File: src/rtl/prog_ram_arbiter_if.sv
// Bus bundle between the CPU fetch path, the program loader and the program BRAM port A.
// The arbiter takes the slave view; requesters and RAM together take the master view.
interface prog_ram_arbiter_if #(
    parameter int unsigned AW = 11,
    parameter int unsigned DW = 8
);
    logic          cpu_req;
    logic [AW-1:0] cpu_addr;
    logic          cpu_gnt;
    logic          cpu_rvalid;
    logic [DW-1:0] cpu_rdata;

    logic          ld_req;
    logic          ld_we;
    logic [AW-1:0] ld_addr;
    logic [DW-1:0] ld_wdata;
    logic          ld_lock;
    logic          ld_gnt;
    logic          ld_rvalid;
    logic [DW-1:0] ld_rdata;

    logic [AW-1:0] mem_addr;
    logic          mem_we;
    logic [DW-1:0] mem_wdata;
    logic [DW-1:0] mem_q;

    modport slave (
        input  cpu_req, cpu_addr,
        output cpu_gnt, cpu_rvalid, cpu_rdata,
        input  ld_req, ld_we, ld_addr, ld_wdata, ld_lock,
        output ld_gnt, ld_rvalid, ld_rdata,
        output mem_addr, mem_we, mem_wdata,
        input  mem_q
    );

    modport master (
        output cpu_req, cpu_addr,
        input  cpu_gnt, cpu_rvalid, cpu_rdata,
        output ld_req, ld_we, ld_addr, ld_wdata, ld_lock,
        input  ld_gnt, ld_rvalid, ld_rdata,
        input  mem_addr, mem_we, mem_wdata,
        output mem_q
    );
endinterface

File: src/rtl/prog_ram_arbiter.sv
// Shares program BRAM port A between CPU fetch (read-only) and the loader (read/write),
// alternating under contention unless the loader holds its lock; counts CPU stall cycles.
module prog_ram_arbiter #(
    parameter int unsigned AW = 11,
    parameter int unsigned DW = 8
) (
    input  logic                 clk,
    input  logic                 rst_n,
    prog_ram_arbiter_if.slave    bus,
    input  logic                 stall_clr,
    output logic [7:0]           stall_cnt
);
    typedef enum logic [1:0] {
        LAST_IDLE,
        LAST_CPU,
        LAST_LD
    } last_t;

    last_t last_q;
    last_t last_d;
    logic  cpu_gnt;
    logic  ld_gnt;

    // Under contention the CPU wins unless the loader is locked or the CPU had the previous slot.
    always_comb begin
        cpu_gnt = 1'b0;
        ld_gnt  = 1'b0;
        if (bus.cpu_req && bus.ld_req) begin
            if (bus.ld_lock || (last_q == LAST_CPU)) begin
                ld_gnt = 1'b1;
            end else begin
                cpu_gnt = 1'b1;
            end
        end else begin
            cpu_gnt = bus.cpu_req;
            ld_gnt  = bus.ld_req;
        end

        last_d = LAST_IDLE;
        if (cpu_gnt) begin
            last_d = LAST_CPU;
        end else if (ld_gnt) begin
            last_d = LAST_LD;
        end
    end

    always_comb begin
        bus.mem_addr  = '0;
        bus.mem_we    = 1'b0;
        bus.mem_wdata = '0;
        if (cpu_gnt) begin
            bus.mem_addr = bus.cpu_addr;
        end else if (ld_gnt) begin
            bus.mem_addr  = bus.ld_addr;
            bus.mem_we    = bus.ld_we;
            bus.mem_wdata = bus.ld_wdata;
        end
    end

    assign bus.cpu_gnt   = cpu_gnt;
    assign bus.ld_gnt    = ld_gnt;
    assign bus.cpu_rdata = bus.mem_q;
    assign bus.ld_rdata  = bus.mem_q;

    always_ff @(posedge clk or negedge rst_n) begin
        if (!rst_n) begin
            last_q         <= LAST_IDLE;
            bus.cpu_rvalid <= 1'b0;
            bus.ld_rvalid  <= 1'b0;
        end else begin
            last_q         <= last_d;
            bus.cpu_rvalid <= cpu_gnt;
            bus.ld_rvalid  <= ld_gnt & ~bus.ld_we;
        end
    end

    always_ff @(posedge clk or negedge rst_n) begin
        if (!rst_n) begin
            stall_cnt <= '0;
        end else if (stall_clr) begin
            stall_cnt <= '0;
        end else if (bus.cpu_req && !cpu_gnt && (stall_cnt != 8'hFF)) begin
            stall_cnt <= stall_cnt + 8'd1;
        end
    end
endmodule

File: src/flat_wrapper.sv
// flat-port wrapper written by rule: the top's interface ports become plain ports
module prog_ram_arbiter_flat 
#(
    parameter int unsigned AW = 11,
    parameter int unsigned DW = 8
)
  (clk, rst_n, stall_clr, stall_cnt, bus_cpu_req, bus_cpu_addr, bus_cpu_gnt, bus_cpu_rvalid, bus_cpu_rdata, bus_ld_req, bus_ld_we, bus_ld_addr, bus_ld_wdata, bus_ld_lock, bus_ld_gnt, bus_ld_rvalid, bus_ld_rdata, bus_mem_addr, bus_mem_we, bus_mem_wdata, bus_mem_q);
  prog_ram_arbiter_if #(.AW(AW), .DW(DW)) bus_i ();
  input  logic clk;
  input  logic rst_n;
  input  logic stall_clr;
  output logic [7:0] stall_cnt;
  input wire logic [$bits(bus_i.cpu_req)-1:0] bus_cpu_req;
  input wire logic [$bits(bus_i.cpu_addr)-1:0] bus_cpu_addr;
  output wire logic [$bits(bus_i.cpu_gnt)-1:0] bus_cpu_gnt;
  output wire logic [$bits(bus_i.cpu_rvalid)-1:0] bus_cpu_rvalid;
  output wire logic [$bits(bus_i.cpu_rdata)-1:0] bus_cpu_rdata;
  input wire logic [$bits(bus_i.ld_req)-1:0] bus_ld_req;
  input wire logic [$bits(bus_i.ld_we)-1:0] bus_ld_we;
  input wire logic [$bits(bus_i.ld_addr)-1:0] bus_ld_addr;
  input wire logic [$bits(bus_i.ld_wdata)-1:0] bus_ld_wdata;
  input wire logic [$bits(bus_i.ld_lock)-1:0] bus_ld_lock;
  output wire logic [$bits(bus_i.ld_gnt)-1:0] bus_ld_gnt;
  output wire logic [$bits(bus_i.ld_rvalid)-1:0] bus_ld_rvalid;
  output wire logic [$bits(bus_i.ld_rdata)-1:0] bus_ld_rdata;
  output wire logic [$bits(bus_i.mem_addr)-1:0] bus_mem_addr;
  output wire logic [$bits(bus_i.mem_we)-1:0] bus_mem_we;
  output wire logic [$bits(bus_i.mem_wdata)-1:0] bus_mem_wdata;
  input wire logic [$bits(bus_i.mem_q)-1:0] bus_mem_q;
  assign bus_i.cpu_req = bus_cpu_req;
  assign bus_i.cpu_addr = bus_cpu_addr;
  assign bus_cpu_gnt = bus_i.cpu_gnt;
  assign bus_cpu_rvalid = bus_i.cpu_rvalid;
  assign bus_cpu_rdata = bus_i.cpu_rdata;
  assign bus_i.ld_req = bus_ld_req;
  assign bus_i.ld_we = bus_ld_we;
  assign bus_i.ld_addr = bus_ld_addr;
  assign bus_i.ld_wdata = bus_ld_wdata;
  assign bus_i.ld_lock = bus_ld_lock;
  assign bus_ld_gnt = bus_i.ld_gnt;
  assign bus_ld_rvalid = bus_i.ld_rvalid;
  assign bus_ld_rdata = bus_i.ld_rdata;
  assign bus_mem_addr = bus_i.mem_addr;
  assign bus_mem_we = bus_i.mem_we;
  assign bus_mem_wdata = bus_i.mem_wdata;
  assign bus_i.mem_q = bus_mem_q;
  prog_ram_arbiter #(.AW(AW), .DW(DW)) u_core (.clk(clk), .rst_n(rst_n), .bus(bus_i), .stall_clr(stall_clr), .stall_cnt(stall_cnt));
endmodule
File: config.mk
export PLATFORM = sky130hd
export DESIGN_NAME = prog_ram_arbiter_flat
export DESIGN_NICKNAME = d
export VERILOG_FILES = /design/src/rtl/prog_ram_arbiter_if.sv /design/src/rtl/prog_ram_arbiter.sv /design/src/flat_wrapper.sv
export SDC_FILE = /design/constraint.sdc
export NUM_CORES = 1
export LEC_CHECK = 0
export CAP_MARGIN = 20
export CELL_PAD_IN_SITES_DETAIL_PLACEMENT = 1
export CELL_PAD_IN_SITES_GLOBAL_PLACEMENT = 1
export CORE_MARGIN = 8
export CORE_UTILIZATION = 20
export DETAILED_ROUTE_END_ITERATION = 8
export PLACE_DENSITY_LB_ADDON = 0.12
export SETUP_SLACK_MARGIN = 0.4
export SLEW_MARGIN = 0
export SYNTH_ARGS = -nofsm -noshare
export SYNTH_HDL_FRONTEND = slang
export SYNTH_SLANG_ARGS = --single-unit
File: constraint.sdc
create_clock -name clk -period 2.4 [get_ports clk]
set_clock_uncertainty 0.1 [all_clocks]
set_input_delay 0.24 -clock clk [delete_from_list [all_inputs] [get_ports clk]]
set_output_delay 0.24 -clock clk [all_outputs]
set_load 0.01 [all_outputs]
==> results of run 1 <==
worst min-delay path, delay by kind of cell:
kind,cells,cell delay [ns]
buffers and inverters,2,0.22
AND/OR/NAND/NOR,1,0.06
layer usage:
metal  vias to the layer above  GRT usage  part of all wire
met2                        50      0.185              0.46
li1                        512          -                 -
met5                         -          0                 0
met4                         0     0.0314             0.014
met3                        14     0.0781              0.15
met1                       519      0.116              0.37
registers in the layout, indices dropped and copies added, names as in the netlist:
register and count:
u_core.stall_cnt 8, u_core.last_q 2, u_core.bus.ld_rvalid 1
Yosys cell counts (all sizes together):
library cell | instances | area share
clkbuf | 2 | 0.0081
nand4 | 1 | 0.014
o41ai | 2 | 0.019
nand2 | 25 | 0.10
o211ai | 1 | 0.014
or4 | 4 | 0.032
buf | 20 | 0.16
inv | 4 | 0.016
nor4 | 1 | 0.0068
nor2 | 4 | 0.024
nor2b | 2 | 0.022
and2 | 10 | 0.068
or3 | 2 | 0.014
mux2 | 1 | 0.012
o31ai | 4 | 0.047
a21oi | 7 | 0.038
o21ai | 2 | 0.011
ha | 1 | 0.014
or3b | 1 | 0.0095
dfrtp | 11 | 0.30
nand3 | 14 | 0.076
final cells by class:
cell class              instances  share of cell area
flip-flops and latches         11               0.170
repair buffers                 80               0.444
well taps                      52              0.0402
inverters                       4             0.00927
multi-input cells              82               0.308
clock buffers                   4              0.0278
worst max path at each step:
stage	cells past startpoint	slack, ns	endpoint
3_5_place_dp	7	-0.02	bus_mem_addr[2]
2_1_floorplan	5	0.70	u_core.stall_cnt[5]
5_1_grt	8	0.38	bus_mem_addr[4]
6_report	7	0.49	bus_mem_wdata[4]
4_1_cts	8	0.24	bus_mem_addr[4]
3_3_place_gp	7	0.02	bus_mem_addr[9]
placed cells by master (no fill, tap or decap), types with 4 or more instances in the layout:
cell             synthesis  layout
clkdlybuf4s50_1          0      44
nand2_1                 25      24
clkbuf_2                 0      15
nand3_1                 14      11
dfrtp_1                 11      11
and2_1                  10      10
buf_6                    1      10
a21oi_1                  7       7
buf_4                   16       7
or4_1                    4       4
repair_timing:
action,CTS,global route
gates resized for setup,38,50
hold endpoints to repair,0,0
buffers inserted,7,0
setup endpoints to repair,22,22
gates cloned,1,0
pin swaps,1,6
logic make-up after synthesis:
logic type	count (synthesis)	synth area share
mux	1	0.0122
fa+ha+maj	1	0.0135
buf+inv	26	0.181
flops	11	0.298
compound gates	16	0.129
simple gates	64	0.367
stage by stage:
stage	std cells	setup WS, ns	power (mW)	setup TNS (ns)
global route	233	0.384	0.628	0
CTS	233	0.240	0.597	0
global placement	221	0.0203	0.403	0
finish	233	0.494	0.591	0
floorplan	119	0.704	0.289	0
detailed placement	221	-0.0177	0.406	-0.0535
report_power, final:
part	leakage (nW)	total [mW]	internal, mW	switching, mW
logic	0.569	0.211	0.121	0.0900
clock network	0.0228	0.187	0.117	0.0700
registers	0.149	0.193	0.190	0.00316
==> reports/qor.yml, run 1 <==
min_delay_path_depth: 3
cts.htree.levels: 1
crit_arrival_ns: 1.57
initial_utilization: 0.209
numCtsBuffers: 3
io_buffers: 68
worstReg2RegStart: "u_core.stall_cnt[0]"
hp-start: "bus_cpu_req"
critical_path.cell_chain: "nor2b_4, o31ai_4, buf_6, inv_2, buf_4, and2_1, clkbuf_2"
min_path_type: "in -> reg"
die_w_um: 84.0
worst_slew_pin_slew_ns: 0.579
synth-seq-area-share: 0.298
synth_nets: 165
cp.buffers_inverters: 4
seqCellArea_um2: 275
ys_warn_count: 0
rsz0062_at_grt: "true"
hold_path_end: "u_core.last_q[0]"
grt_overflow_total: 0
io_pins: 93
dr.first_iter.drc_count: 27
min_period_over_period: 0.794
startpoint: "u_core.last_q[0]"
drt_pass1_iterations: 4
nFillCells: 540
syn_area_per_cell_um2: 7.77
slowest_delay_ns: 0.37
ctsHoldBuffers: 0
synth-seq-cells: 11
core_mm2: 0.00441
maxCapViolCount: 0
area_growth_pct: 75.1
postPlaceCellArea_mm2: 0.00155
final_area_mm2: 0.00162
clock_sinks: 11
max_freq_ghz: 0.525
hold_slack_ns: 0.232
antenna_cells: 0
p_leak_nw: 0.741
period_needed_ns: 1.91
grt_use_total: 0.114
cts.clk_slew.worst_paths_ns: 0.05
p_per_area_mw_per_mm2: 365
cp-start-kind: "flip-flop"
slew_viol_final: 0
utilization: 0.367
cp_top_family: "buffers and inverters"
finalSetupViolations: 0
grt_pass1_vias: 1313
num_rows: 24
antenna_found_initial: 0
r2r_cells: 5
required_ns: 2.06
r2r_setup_slack_ns: 0.63
postSynthCellCount: 119
slew_headroom: 0.613
grt_max_degree: 16
yosysUniqueCellTypes: 28
drc: 0
netlist_area_um2: 925
critPathSlowestCell: "dfrtp_1"
ant_nets: 0
gp_congestion: 0.663
multi_input_area_um2: 499
grt_pass1_wl_mm: 6.69
routedWlPerCell_um: 17.2
routed_wl_mm: 4.01
root_buffer: "clkbuf_8"
dp_hpwl_mm: 3.28
vias: 1095
regToRegEndpoint: "u_core.stall_cnt[5]"
final_hold_viol_count: 0
drive_above_1_share: 0.265
drt-vias-per-instance: 4.70
dieHeight_um: 84.0
clock_latency_ns: 0.24
worstSetupEndpointType: "primary output"
outcome: "finished, final reports clean"
cts.path.max_buffers: 2
ir_drop_uv: 120
cts_tree: "built"
critPathMaxFanout: 7
final_nets: 228
crit_type: "reg -> out"
die-area_mm2: 0.00706
(Power assumes the default switching activity.)
==> inputs of run 2 (changes only) <==
--- a/config.mk
+++ b/config.mk
@@ -9,7 +9,7 @@
 export CELL_PAD_IN_SITES_DETAIL_PLACEMENT = 1
 export CELL_PAD_IN_SITES_GLOBAL_PLACEMENT = 1
 export CORE_MARGIN = 8
-export CORE_UTILIZATION = 20
+export CORE_UTILIZATION = 17
 export DETAILED_ROUTE_END_ITERATION = 8
 export PLACE_DENSITY_LB_ADDON = 0.12
 export SETUP_SLACK_MARGIN = 0.4
==> constraint.sdc (replaced) <==
create_clock -name clk -period 1.7 [get_ports clk]
set_clock_uncertainty 0.1 [all_clocks]
set_input_delay 0.17 -clock clk [delete_from_list [all_inputs] [get_ports clk]]
set_output_delay 0.17 -clock clk [all_outputs]
set_load 0.01 [all_outputs]
==> run 2 against run 1 <==
  * The run now ends with negative setup slack left
  * Total power increased by 59%
  * Setup slack worse by 0.62 ns
  * Register-to-register slack got worse by 0.60 ns
  * Critical path depth unchanged
  * Global-route usage fell by 1.2 points
  * Sequential share of layout area is 3.2 points lower
  * Wire length grew 4.3%
  * Count of clock-buffer cells in the layout unchanged
  * Clock power rose by 42%
  * Critical endpoint is now bus_mem_we
  * Largest power group unchanged
  * Highest routed layer unchanged
==> reports/qor.yml, run 2 (synthesis results as in run 1) <==
cp-start-kind: "flip-flop"  # unchanged
p_int_mw: 0.673  # was 0.428 mW
ant_nets: 0  # unchanged
grt_use_total: 0.102  # was 0.114
grt_max_degree: 13  # was 16
required_ns: 1.43  # was 2.06 ns
min_path_type: "in -> async"  # was in -> reg
final_nets: 241  # was 228
p_sw_mw: 0.266  # was 0.163 mW
die_w_um: 89.8  # was 84.0 µm
antenna_cells: 0  # unchanged
fin_ws_ns: -0.129  # was 0.494 ns
area_growth_pct: 118  # was 75.1%
multi_input_area_um2: 674  # was 499 µm²
routedWlPerCell_um: 15.7  # was 17.2 µm
drive_above_1_share: 0.588  # was 0.265
combPwrFrac: 0.427  # was 0.357
worst_slew_pin_slew_ns: 0.556  # was 0.579 ns
final_cell_mix: "clkdlybuf4s50_1, buf_6, nand2_2, buf_4, nand3_2"  # was clkdlybuf4s50_1, nand2_1, clkbuf_2, nand3_1, dfrtp_1
finalSetupViolations: 21  # was 0
routed_wl_mm: 4.18  # was 4.01 mm
numCtsBuffers: 3  # unchanged
crit_type: "reg -> out"  # unchanged
ctsHoldBuffers: 0  # unchanged
io_buffers: 68  # unchanged
sw_frac_of_total: 0.283  # was 0.276
rsz0062_at_grt: "true"  # unchanged
die-area_mm2: 0.00806  # was 0.00706 mm²
dp_hpwl_mm: 3.34  # was 3.28 mm
period_needed_ns: 1.83
seqCellArea_um2: 279  # was 275 µm²
top_regs: "u_core.stall_cnt (8), u_core.last_q (2), u_core.bus.ld_rvalid (1)"  # unchanged
antenna_found_initial: 0  # unchanged
vias: 1112  # was 1095
p_leak_nw: 0.895  # was 0.741 nW
cts.clk_slew.worst_paths_ns: 0.05  # about the same
fin_setup_tns_ns: -2.10  # was 0 ns
slew_headroom: 0.628  # was 0.613
clock_latency_ns: 0.24  # about the same
num_rows: 27  # was 24
io_pins: 93  # unchanged
final_common_cell: "clkdlybuf4s50_1"  # unchanged
largest_register: "u_core.stall_cnt"  # unchanged
grt_pass1_wl_mm: 6.69  # about the same
p_per_area_mw_per_mm2: 466  # was 365 mW/mm²
cts_tree: "built"  # unchanged
maxCapViolCount: 0  # unchanged
drc: 0  # unchanged
largest_reg_flops: 8  # unchanged
cts.path.max_buffers: 2  # unchanged
worstSetupEndpointType: "primary output"  # unchanged
root_buffer: "clkbuf_8"  # unchanged
ir_drop_uv: 163  # was 120 µV
violations: "negative setup slack"
critPathMaxFanout: 6  # was 7
final_hold_viol_count: 0  # unchanged
max_freq_ghz: 0.547
grt_overflow_total: 0  # unchanged
nFillCells: 609  # was 540
slew_viol_final: 0  # unchanged
grt_pass1_vias: 1307  # was 1313
pwr-share-clk: 0.283  # was 0.316
dieHeight_um: 89.8  # was 84.0 µm
share_seq_of_total_power: 0.290  # was 0.327
clock_sinks: 11  # unchanged
place_ws_ns: -0.649  # was -0.0177 ns
crit_arrival_ns: 1.56  # was 1.57 ns
outcome: "finished with violations"  # was finished, final reports clean
gp_congestion: 0.683  # was 0.663
dr.first_iter.drc_count: 4  # was 27
utilization: 0.375  # was 0.367
initial_utilization: 0.172  # was 0.209
drt-vias-per-instance: 4.18  # was 4.70
core_mm2: 0.00537  # was 0.00441 mm²
drt_pass1_iterations: 2  # was 4
min_period_over_period: 1.08
cts.htree.levels: 1  # unchanged
==> run 2: cell count changes in the layout (fill, tap and decap cells not counted), moves of 9 or more <==
cell,delta
buf_6,+12
buf_4,+9
clkdlybuf4s50_1,-9
nand2_2,+20
clkbuf_2,-15
nand2_1,-21
==> run 2: cell type report <==
type	instances	area share
well taps	72	0.0447
repair buffers	93	0.451
inverters	4	0.00869
multi-input cells	82	0.335
flip-flops and latches	11	0.138
clock buffers	4	0.0223
==> run 2: per-stage QoR <==
step	instance area (µm²)	total power, mW	cells	hold WS (ns)
after floorplan	1090	0.450	119	-0.226
after global routing	2020	0.990	266	0.240
after CTS	1960	0.950	265	0.219
final	2020	0.939	266	0.190
after detailed placement	1810	0.639	252	0.240
after global placement	1810	0.631	252	0.240
==> run 2: worst max-delay path, stage by stage, from the launching register on <==
cell     delay, ns
dfrtp_1       0.37
nor2b_4       0.14
o31ai_4       0.18
buf_6         0.16
inv_4         0.06
buf_12        0.13
and2_1        0.14
buf_2         0.13
==> run 2: path summary, 6_finish.rpt <==
kind	startpoint	end	slack [ns]	cells after the start
setup / recovery	u_core.last_q[0]	bus_mem_we	-0.13	7
hold / removal	rst_n	u_core.stall_cnt[2]	0.19	1
setup reg to reg	u_core.last_q[1]	u_core.stall_cnt[5]	0.03	5
hold reg to reg	u_core.stall_cnt[6]	u_core.stall_cnt[6]	0.50	2
max in group asynchronous	rst_n	u_core.stall_cnt[4]	0.90	1
min in group clk	bus_mem_q[2]	bus_cpu_rdata[2]	0.24	0
==> run 2: metal layers <==
layer	vias to the layer above	global-route usage	routed length (µm)
met5	-	0	0
met4	0	0.0296	40
met3	4	0.0532	459
met2	51	0.185	2170
met1	515	0.0970	1520
li1	542	-	-
==> run 2: power by group through the flow <==
stage	sequential, mW	combinational, mW	clock [mW]
6_report	0.272	0.401	0.266
5_1_grt	0.272	0.433	0.285
4_1_cts	0.272	0.400	0.278
3_5_place_dp	0.277	0.362	0
3_3_place_gp	0.277	0.355	0
2_1_floorplan	0.279	0.171	0
==> run 2: repair_timing <==
item / in CTS / in global routing
endpoints found under the setup margin: 43 / 33
buffers inserted: 7 / 0
cloned: 2 / 1
resized for setup: 135 / 15
pin swaps: 4 / 6
